===== config.mk =====
export PLATFORM = sky130hd
export DESIGN_NAME = pps_sync_v3_flat
export DESIGN_NICKNAME = d
export VERILOG_FILES = /design/src/rtl/pps_sync_v3_if.sv /design/src/rtl/pps_sync_v3.sv /design/src/flat_wrapper.sv
export SDC_FILE = /design/constraint.sdc
export NUM_CORES = 1
export LEC_CHECK = 0
export BUFFER_PORTS_ARGS = -buffer_cell sky130_fd_sc_hd__buf_2
export CELL_PAD_IN_SITES_DETAIL_PLACEMENT = 0
export CELL_PAD_IN_SITES_GLOBAL_PLACEMENT = 1
export CORE_MARGIN = 2
export CORE_UTILIZATION = 30
export CTS_BUF_LIST = sky130_fd_sc_hd__clkbuf_4 sky130_fd_sc_hd__clkbuf_8
export CTS_CLUSTER_SIZE = 30
export DETAILED_ROUTE_END_ITERATION = 16
export HOLD_SLACK_MARGIN = 0.12
export PLACE_DENSITY_LB_ADDON = 0.15
export SKIP_CTS_REPAIR_TIMING = 1
export SYNTH_ARGS = -nofsm -noshare
export SYNTH_HDL_FRONTEND = slang
export SYNTH_SLANG_ARGS = --single-unit

===== constraint.sdc =====
create_clock -name i_clk -period 6.3 [get_ports i_clk]
set_input_delay 0.945 -clock i_clk [delete_from_list [all_inputs] [get_ports i_clk]]
set_output_delay 0.945 -clock i_clk [all_outputs]
set_load 0.02 [all_outputs]

===== src/rtl/pps_sync_v3_if.sv =====
// pps_sync_v3_if: groups the PPS input, burst configuration and all observable
// status of pps_sync_v3 into one bundle.
//   master : drives SYNC and the configuration, observes the status (testbench / host)
//   slave  : the trigger generator itself
// Signals:
//   SYNC               external PPS, asynchronous to the system clock
//   i_pulse_num        pulses per burst (latched at burst start)
//   i_half_period      high/low time in clocks (latched at burst start, 0 treated as 1)
//   i_holdover_en      allow synthetic PPS edges when the real PPS disappears
//   pps_trig_out       burst output
//   o_pulse_number     0-based index of the current pulse
//   o_half_period_cnt  cycle count inside the current half period
//   o_pps_period       last measured real PPS interval in clocks
//   o_pps_valid        o_pps_period holds a real measurement
//   o_holdover         last burst was started by a synthetic edge
//   o_cstate/o_nstate  current/next FSM state
interface pps_sync_v3_if #(
   parameter int unsigned CW = 32
);
   logic          SYNC;
   logic [CW-1:0] i_pulse_num;
   logic [CW-1:0] i_half_period;
   logic          i_holdover_en;
   logic          pps_trig_out;
   logic [CW-1:0] o_pulse_number;
   logic [CW-1:0] o_half_period_cnt;
   logic [CW-1:0] o_pps_period;
   logic          o_pps_valid;
   logic          o_holdover;
   logic [3:0]    o_cstate;
   logic [3:0]    o_nstate;

   modport master (
      output SYNC, i_pulse_num, i_half_period, i_holdover_en,
      input  pps_trig_out, o_pulse_number, o_half_period_cnt, o_pps_period,
      input  o_pps_valid, o_holdover, o_cstate, o_nstate
   );

   modport slave (
      input  SYNC, i_pulse_num, i_half_period, i_holdover_en,
      output pps_trig_out, o_pulse_number, o_half_period_cnt, o_pps_period,
      output o_pps_valid, o_holdover, o_cstate, o_nstate
   );
endinterface


===== src/rtl/pps_sync_v3.sv =====
// pps_sync_v3: PPS trigger generator with period measurement and holdover.
// A rising edge on the (synchronised) external PPS, or a synthetic edge generated
// while the PPS is missing, starts a burst of i_pulse_num square pulses of
// 2*i_half_period clocks on pps_trig_out. A new start always aborts a running burst.
// Ports:
//   i_clk    system clock
//   i_rst_n  asynchronous active-low reset
//   bus      pps_sync_v3_if slave modport (PPS in, configuration, status out)
module pps_sync_v3 #(
   parameter int unsigned CW      = 32,
   parameter int unsigned TOL_CYC = 100,
   parameter int unsigned SYNC_FF = 2
) (
   input logic           i_clk,
   input logic           i_rst_n,
   pps_sync_v3_if.slave  bus
);

   typedef enum logic [3:0] {
      StIdle = 4'd0,
      StHigh = 4'd1,
      StLow  = 4'd2,
      StDone = 4'd3
   } state_e;

   localparam int unsigned SW = CW + 2;

   // ---------------------------------------------------------------------------
   // SYNC synchroniser and rising-edge detect
   // ---------------------------------------------------------------------------
   logic [SYNC_FF-1:0] sync_q;
   logic               sync_dly_q;
   logic               real_edge;

   always_ff @(posedge i_clk or negedge i_rst_n) begin
      if (!i_rst_n) begin
         sync_q     <= '0;
         sync_dly_q <= 1'b0;
      end else begin
         sync_q     <= {sync_q[SYNC_FF-2:0], bus.SYNC};
         sync_dly_q <= sync_q[SYNC_FF-1];
      end
   end

   assign real_edge = sync_q[SYNC_FF-1] & ~sync_dly_q;

   // ---------------------------------------------------------------------------
   // Period measurement and holdover
   // ---------------------------------------------------------------------------
   logic [CW-1:0] pcnt_q;
   logic [CW-1:0] period_q;
   logic          armed_q;
   logic          valid_q;
   logic          holdover_q;
   logic [SW-1:0] tgt_sum;
   logic [CW-1:0] tgt;
   logic          syn_edge;
   logic          start;

   // Expected PPS time plus tolerance, computed wide so it can saturate.
   assign tgt_sum = SW'(period_q) + SW'(TOL_CYC) - SW'(1);
   assign tgt     = (tgt_sum > SW'({CW{1'b1}})) ? '1 : tgt_sum[CW-1:0];

   // A saturated pcnt means the target is out of reach, so never fire there.
   assign syn_edge = bus.i_holdover_en & valid_q & ~real_edge &
                     (pcnt_q == tgt) & (pcnt_q != '1);

   assign start = real_edge | syn_edge;

   always_ff @(posedge i_clk or negedge i_rst_n) begin
      if (!i_rst_n) begin
         pcnt_q     <= '0;
         period_q   <= '0;
         armed_q    <= 1'b0;
         valid_q    <= 1'b0;
         holdover_q <= 1'b0;
      end else if (real_edge) begin
         if (armed_q) begin
            period_q <= pcnt_q + CW'(1);
            valid_q  <= 1'b1;
         end
         armed_q    <= 1'b1;
         pcnt_q     <= '0;
         holdover_q <= 1'b0;
      end else if (syn_edge) begin
         // Restart at TOL_CYC so the next synthetic edge is one period later.
         pcnt_q     <= CW'(TOL_CYC);
         holdover_q <= 1'b1;
      end else if (pcnt_q != '1) begin
         pcnt_q <= pcnt_q + CW'(1);
      end
   end

   // ---------------------------------------------------------------------------
   // Burst FSM
   // ---------------------------------------------------------------------------
   state_e        state_q, state_d;
   logic [CW-1:0] np_q, np_d;
   logic [CW-1:0] hp_q, hp_d;
   logic [CW-1:0] pnum_q, pnum_d;
   logic [CW-1:0] hcnt_q, hcnt_d;
   logic          trig_q;

   always_comb begin
      state_d = state_q;
      np_d    = np_q;
      hp_d    = hp_q;
      pnum_d  = pnum_q;
      hcnt_d  = hcnt_q;
      if (start) begin
         // Any start, including one mid-burst, relatches and restarts.
         np_d    = bus.i_pulse_num;
         hp_d    = (bus.i_half_period == '0) ? CW'(1) : bus.i_half_period;
         pnum_d  = '0;
         hcnt_d  = '0;
         state_d = (bus.i_pulse_num == '0) ? StIdle : StHigh;
      end else begin
         unique case (state_q)
            StHigh: begin
               if (hcnt_q == hp_q - CW'(1)) begin
                  hcnt_d  = '0;
                  state_d = StLow;
               end else begin
                  hcnt_d = hcnt_q + CW'(1);
               end
            end
            StLow: begin
               if (hcnt_q == hp_q - CW'(1)) begin
                  hcnt_d = '0;
                  if (pnum_q == np_q - CW'(1)) begin
                     state_d = StDone;
                  end else begin
                     pnum_d  = pnum_q + CW'(1);
                     state_d = StHigh;
                  end
               end else begin
                  hcnt_d = hcnt_q + CW'(1);
               end
            end
            default: ;
         endcase
      end
   end

   always_ff @(posedge i_clk or negedge i_rst_n) begin
      if (!i_rst_n) begin
         state_q <= StIdle;
         np_q    <= '0;
         hp_q    <= '0;
         pnum_q  <= '0;
         hcnt_q  <= '0;
         trig_q  <= 1'b0;
      end else begin
         state_q <= state_d;
         np_q    <= np_d;
         hp_q    <= hp_d;
         pnum_q  <= pnum_d;
         hcnt_q  <= hcnt_d;
         trig_q  <= (state_d == StHigh);
      end
   end

   // ---------------------------------------------------------------------------
   // Outputs
   // ---------------------------------------------------------------------------
   assign bus.pps_trig_out      = trig_q;
   assign bus.o_pulse_number    = pnum_q;
   assign bus.o_half_period_cnt = hcnt_q;
   assign bus.o_pps_period      = period_q;
   assign bus.o_pps_valid       = valid_q;
   assign bus.o_holdover        = holdover_q;
   assign bus.o_cstate          = state_q;
   assign bus.o_nstate          = state_d;

endmodule


===== src/flat_wrapper.sv =====
// flat-port wrapper written by rule: the top's interface ports become plain ports
module pps_sync_v3_flat 
#(
   parameter int unsigned CW      = 32,
   parameter int unsigned TOL_CYC = 100,
   parameter int unsigned SYNC_FF = 2
)
  (i_clk, i_rst_n, bus_SYNC, bus_i_pulse_num, bus_i_half_period, bus_i_holdover_en, bus_pps_trig_out, bus_o_pulse_number, bus_o_half_period_cnt, bus_o_pps_period, bus_o_pps_valid, bus_o_holdover, bus_o_cstate, bus_o_nstate);
  pps_sync_v3_if #(.CW(CW)) bus_i ();
  input logic i_clk;
  input logic i_rst_n;
  input wire logic [$bits(bus_i.SYNC)-1:0] bus_SYNC;
  input wire logic [$bits(bus_i.i_pulse_num)-1:0] bus_i_pulse_num;
  input wire logic [$bits(bus_i.i_half_period)-1:0] bus_i_half_period;
  input wire logic [$bits(bus_i.i_holdover_en)-1:0] bus_i_holdover_en;
  output wire logic [$bits(bus_i.pps_trig_out)-1:0] bus_pps_trig_out;
  output wire logic [$bits(bus_i.o_pulse_number)-1:0] bus_o_pulse_number;
  output wire logic [$bits(bus_i.o_half_period_cnt)-1:0] bus_o_half_period_cnt;
  output wire logic [$bits(bus_i.o_pps_period)-1:0] bus_o_pps_period;
  output wire logic [$bits(bus_i.o_pps_valid)-1:0] bus_o_pps_valid;
  output wire logic [$bits(bus_i.o_holdover)-1:0] bus_o_holdover;
  output wire logic [$bits(bus_i.o_cstate)-1:0] bus_o_cstate;
  output wire logic [$bits(bus_i.o_nstate)-1:0] bus_o_nstate;
  assign bus_i.SYNC = bus_SYNC;
  assign bus_i.i_pulse_num = bus_i_pulse_num;
  assign bus_i.i_half_period = bus_i_half_period;
  assign bus_i.i_holdover_en = bus_i_holdover_en;
  assign bus_pps_trig_out = bus_i.pps_trig_out;
  assign bus_o_pulse_number = bus_i.o_pulse_number;
  assign bus_o_half_period_cnt = bus_i.o_half_period_cnt;
  assign bus_o_pps_period = bus_i.o_pps_period;
  assign bus_o_pps_valid = bus_i.o_pps_valid;
  assign bus_o_holdover = bus_i.o_holdover;
  assign bus_o_cstate = bus_i.o_cstate;
  assign bus_o_nstate = bus_i.o_nstate;
  pps_sync_v3 #(.CW(CW), .TOL_CYC(TOL_CYC), .SYNC_FF(SYNC_FF)) u_core (.i_clk(i_clk), .i_rst_n(i_rst_n), .bus(bus_i));
endmodule

* After elaboration in Yosys (flattened, before gate mapping)
Index checks and enable logic that the tools add are counted.
** Word-level totals
- Logic and storage cells :: 67
- Input bits :: 68
- Output and inout port bits :: 107
- Flip-flop bits (word level) :: 203
** Cells by class
- Bitwise gates (word level) :: 8
- Mux-type cells :: 20
- Order comparisons :: 1
- Equal/unequal tests :: 8
- Add/sub/neg operators :: 7
- Reduce and logical (&&, ||, !) cells :: 10
** Operators by type and width (count)
- 32-bit two-way mux :: 12
- 32-bit by 1-bit adder with 32-bit output, second input constant :: 3
- 32-bit equality test :: 3
- 32-bit logical NOT :: 2
- 32-bit by 1-bit subtractor with 32-bit output, second input constant :: 2
- 34-bit by 32-bit > comparator with 1-bit output, second input constant :: 1
- 34-bit by 1-bit subtractor with 34-bit output, second input constant :: 1
- 32-bit by 7-bit adder with 33-bit output, second input constant :: 1
- 32-bit != test, second input constant :: 1
- 4-bit two-way mux :: 3
- 4-bit by 1-bit equality test with 1-bit output, second input constant :: 2
- 4-bit one-hot mux with 2 select lines :: 1
- 2-bit nonzero test :: 4
- 1-bit bitwise AND :: 5
- 4-bit by 2-bit equality test with 1-bit output, second input constant :: 1
- 1-bit two-way mux :: 3
- 3-bit AND reduction :: 1
- 3-bit nonzero test :: 1
- 2-bit two-way mux :: 1
- 2-bit by 1-bit != test with 1-bit output, second input constant :: 1
- 1-bit NOT :: 2
- 2-bit AND reduction :: 1
- 2-bit OR reduction :: 1
- 1-bit bitwise OR :: 1

* Depth between registers and ports, before layout
- Depth after elaboration :: 10
- Mapped depth :: 18
- Gate-level depth less buffers :: 14

* Worst setup path after synthesis
Ideal clock, no wire load.
- Path type :: reg2out
- Start :: register u_core.period_q[2], in the netlist u_core.bus.o_pps_period[2]
- End :: output bus_o_nstate[0]
- Stages on the path, launching flop included :: 18
- Required time :: 5355 ps
- Buffers on the path :: 4
- Data arrival time :: 4523 ps
- Slack :: 832 ps
- Cell sequence :: dfrtp_1 ha_1 buf_2 a211o_1 or4_4 o311ai_4 and3b_1 xnor2_1 nor2_1 or4_1 nor4_1 o2111ai_1 a2111oi_2 a21o_1 buf_4 buf_6 buf_4 mux2i_1
** On the way
- Cells in the longest elaborated chain, start to end :: 9
** RTL lines
- start: declaration :: RTL line pps_sync_v3.sv:51 : logic [CW-1:0] period_q;
- start signal: assignment :: RTL line pps_sync_v3.sv:79 : period_q <= pcnt_q + CW'(1);
- 32-bit by 7-bit adder with 33-bit output * :: RTL line pps_sync_v3.sv:61 : assign tgt_sum = SW'(period_q) + SW'(TOL_CYC) - SW'(1);
- 34-bit by 1-bit subtractor with 34-bit output * :: RTL line pps_sync_v3.sv:61
- 34-bit by 32-bit > comparator with 1-bit output :: RTL line pps_sync_v3.sv:62 : assign tgt = (tgt_sum > SW'({CW{1'b1}})) ? '1 : tgt_sum[CW-1:0];
- 32-bit two-way mux * :: RTL line pps_sync_v3.sv:62
- 32-bit equality test * :: RTL line pps_sync_v3.sv:66 : (pcnt_q == tgt) & (pcnt_q != '1);
- 1-bit bitwise AND * :: RTL line pps_sync_v3.sv:65 : assign syn_edge = bus.i_holdover_en & valid_q & ~real_edge &
- 1-bit bitwise AND * :: RTL line pps_sync_v3.sv:66
- 1-bit bitwise OR * :: RTL line pps_sync_v3.sv:68 : assign start = real_edge | syn_edge;
- 4-bit two-way mux * :: RTL line pps_sync_v3.sv:110 : if (start) begin
- end: declaration :: RTL line flat_wrapper.sv:23 : output wire logic [$bits(bus_i.o_nstate)-1:0] bus_o_nstate;
Mark *: on every way between the ends. The rest lies on a longest branch, timed or not.

* Worst setup path after layout
- Start :: register u_core.period_q[2], in the netlist u_core.bus.o_pps_period[2]
- End :: output bus_o_nstate[2]
Same word-level chain as after synthesis.

==> run summary <==
Synth area leaders -> dfrtp_1 (37%), xnor2_1 (6.4%), xor2_1 (5.4%)
Final Hold Slack -> 0.3254 ns
Max clock buf depth -> 3
Via density -> 5.338
XOR/XNOR Fraction of Synth Area -> 11.95%
Die Span Y -> 218.1 um
max-slew violation count -> 0
met3 wire len -> 2.209 mm
measured slew at the worst slew-check pin -> 0.9470 ns
routability congestion estimate -> 0.8552
antenna violations before repair -> 0
post-detail-place hpwl -> 34.60 mm
CTS Sinks -> 203
TritonCTS Buffers -> 43
most frequent cells in the layout -> dfrtp_1 (201), buf_2 (173), nor2_1 (123)
CP Launch Type -> register
slowest cell on the critical path -> or4_1
vias in the first global route -> 12340
Netlist Area Pre-Place -> 0.01375 sq mm
setup TNS -> 0 ns
post-route cell area -> 0.01618 sq mm
TritonCTS clock tree -> yes
main combinational cell family by area after synthesis -> simple AND/OR/NAND/NOR gates
Layout Skew -> 0.05369 ns
first-pass GRT wire length -> 72.99 mm
CTS H-Tree Depth -> 2
io pins -> 175
Crit. Startpoint -> u_core.bus.o_pps_period[2]$_DFFE_PN0P_
Final Non-Filler Cells -> 2320
met1 WL -> 22.08 mm
Mapped Cells -> 1528
RSZ-0062 raised after global routing -> false
syn_nets -> 1604
wire length per cell -> 20.19 um
Post-Synth Adder-Cell Area -> 0.7281%
initial core utilization -> 30.36%
# placed instances -> 2239
Yosys reg bits -> 203
routed vias -> 12380
layout cells sized above 1 -> 21.74%
crit path kind -> register to output port
area leader, netlist -> dfrtp_1
reg2reg end -> u_core.hp_q[2]$_DFFE_PN0P_
global route overflow -> 0
Total Power -> 3783 uW
Synth cell types -> 91
core area -> 0.04528 sq mm
full die area -> 0.04755 sq mm
Placed Area -> 0.01515 sq mm
DR top layer -> met4
Hold Crit Class -> primary input to async pin
Area Growth Syn to Fin -> 17.69%
crit path cell chain -> ha_2 -> a211o_2 -> or4_4 -> o311ai_4 -> and3b_2 -> xnor2_1 -> nor2_1 -> or4_1 -> nor4_4 -> o2111ai_1 -> a2111oi_2 -> buf_4 -> nand2_1 -> and3_1 -> buf_2
Avg Cell Area, Syn -> 8.997 sq um
power per cell area -> 233.8 mW/mm^2
ys async rst share -> 100.0%
# diodes -> 0
Fill cells -> 4822
setup violators final -> 0
gr usage total -> 19.63%
Post-layout nets -> 1766
final worst path period share -> 95.31%
1st-iter DRT viols -> 740
final worst path period need -> 6.005 ns
Crit. End Element -> output port
Slowest Stage Delay on Critical Path -> 0.58 ns
Die X -> 218.1 um
commonest non-fill, non-tap cell in the layout -> dfrtp_1
DRC -> 0
status -> finished, final reports clean
clk_lat worst skew -> 0.63 ns
synth warn -> 0
worst r2r src -> u_core.bus.o_pps_period[2]$_DFFE_PN0P_
maximum vdd drop -> 0.1139 mV
post-route ant nets -> 0
sequential area share after synthesis -> 36.95%
top cell type's share of synthesized area -> 36.95%
Reg2Reg Setup Slack -> 0.98 ns
Simple-Gate Fraction of Synth Area -> 26.24%
Post-synth EDFFs -> 0
Crit Path Max Fanout -> 13
Initial DRT Pass Iterations -> 5
metal2 WL -> 21.33 mm
final hold vios -> 0
Worst Path Arrival -> 5.06 ns
WP data required -> 5.35 ns
clk slew on worst S/H paths -> 0.06 ns
Worst Reg-to-Reg Cells -> 15
worst relative slew slack -> 36.69%
Synth Area in Compound Gates -> 13.80%
pin count of the biggest net entering global routing -> 90
Max Fclk -> 166.5 MHz
# rows -> 78
root buffer cell -> clkbuf_8
total leakage power -> 0.006563 uW
max_cap viols -> 0
post-synthesis mux area share -> 6.963%
Port Buffer Count -> 174
Main synth FF type -> dfrtp_1
DRT Wirelength -> 46.85 mm
==> cells in the mapped netlist, drive strengths merged (16+ instances only) <==
| library cell | instances |
|---|---|
| nand2 | 115 |
| xor2 | 84 |
| nand3 | 74 |
| dfrtp | 203 |
| a21oi | 63 |
| nor4 | 43 |
| buf | 40 |
| a31oi | 17 |
| mux2 | 66 |
| nor2 | 124 |
| nor3 | 39 |
| clkbuf | 44 |
| and4 | 17 |
| and3 | 41 |
| nand3b | 23 |
| nor2b | 18 |
| or3 | 26 |
| inv | 16 |
| nand4 | 48 |
| o21ai | 116 |
| xnor2 | 101 |
| mux2i | 21 |
==> per-stage QoR <==
| step | worst slack [ns] | utilization [%] |
|---|---|---|
| final | 0.2953 | 35.73 |
| after CTS | 0.009641 | 35.54 |
| after detailed placement | 0.6949 | 33.45 |
| after floorplan | 0.8316 | - |
| after global placement | 0.7037 | 33.45 |
| after global routing | 0.0009179 | 35.73 |
==> registers in the layout, indices dropped and copies added (netlist names) <==
signal / count
u_core.armed_q: 1
u_core.bus.o_cstate: 4
u_core.bus.o_half_period_cnt: 32
u_core.bus.o_holdover: 1
u_core.bus.o_pps_period: 32
u_core.bus.o_pps_valid: 1
u_core.bus.o_pulse_number: 32
u_core.bus.pps_trig_out: 1
u_core.hp_q: 32
u_core.np_q: 32
u_core.pcnt_q: 32
u_core.sync_dly_q: 1
u_core.sync_q: 2
==> critical path: cells and delay by family, from the launching register on <==
family	cells	cell delay, ns
buf+inv	2	0.33
simple gates	7	2.12
flops	1	0.49
compound gates	4	1.08
xor+xnor	1	0.16
fa+ha+maj	1	0.28
==> cells by family after synthesis <==
group	after synthesis
compound gates	300
xor+xnor	186
fa+ha+maj	8
buf+inv	100
flops	203
mux	87
simple gates	644
==> worst max-delay path by stage <==
| stage | to | cells past startpoint |
|---|---|---|
| 4_1_cts | bus_o_nstate[1] | 15 |
| 3_3_place_gp | bus_o_nstate[0] | 15 |
| 2_1_floorplan | bus_o_nstate[0] | 17 |
| 3_5_place_dp | bus_o_nstate[1] | 15 |
| 5_1_grt | bus_o_nstate[3] | 15 |
| 6_report | bus_o_nstate[2] | 15 |
==> final cells by class <==
class	instances	area, sq um	share of cell area, %
flip-flops and latches	203	5082	31.41
well taps	600	750.7	4.640
repair buffers	201	1084	6.697
multi-input cells	1225	8259	51.05
clock buffers	63	817.0	5.050
inverters	16	60.06	0.3712
clock inverters	12	126.4	0.7811
==> report_power, final <==
part	internal, uW	switching, uW	leakage (uW)
Combinational	288	348	0.00342
Clock	917	657	0.000499
Sequential	1400	175	0.00265
==> layer usage <==
metal  vias up  GRT usage, %
met3        79         3.445
met4         0         6.735
met2       304         31.12
li1       5946             -
met1      6055         26.87
met5         -             0
Power figures use the tool's default switching activity.
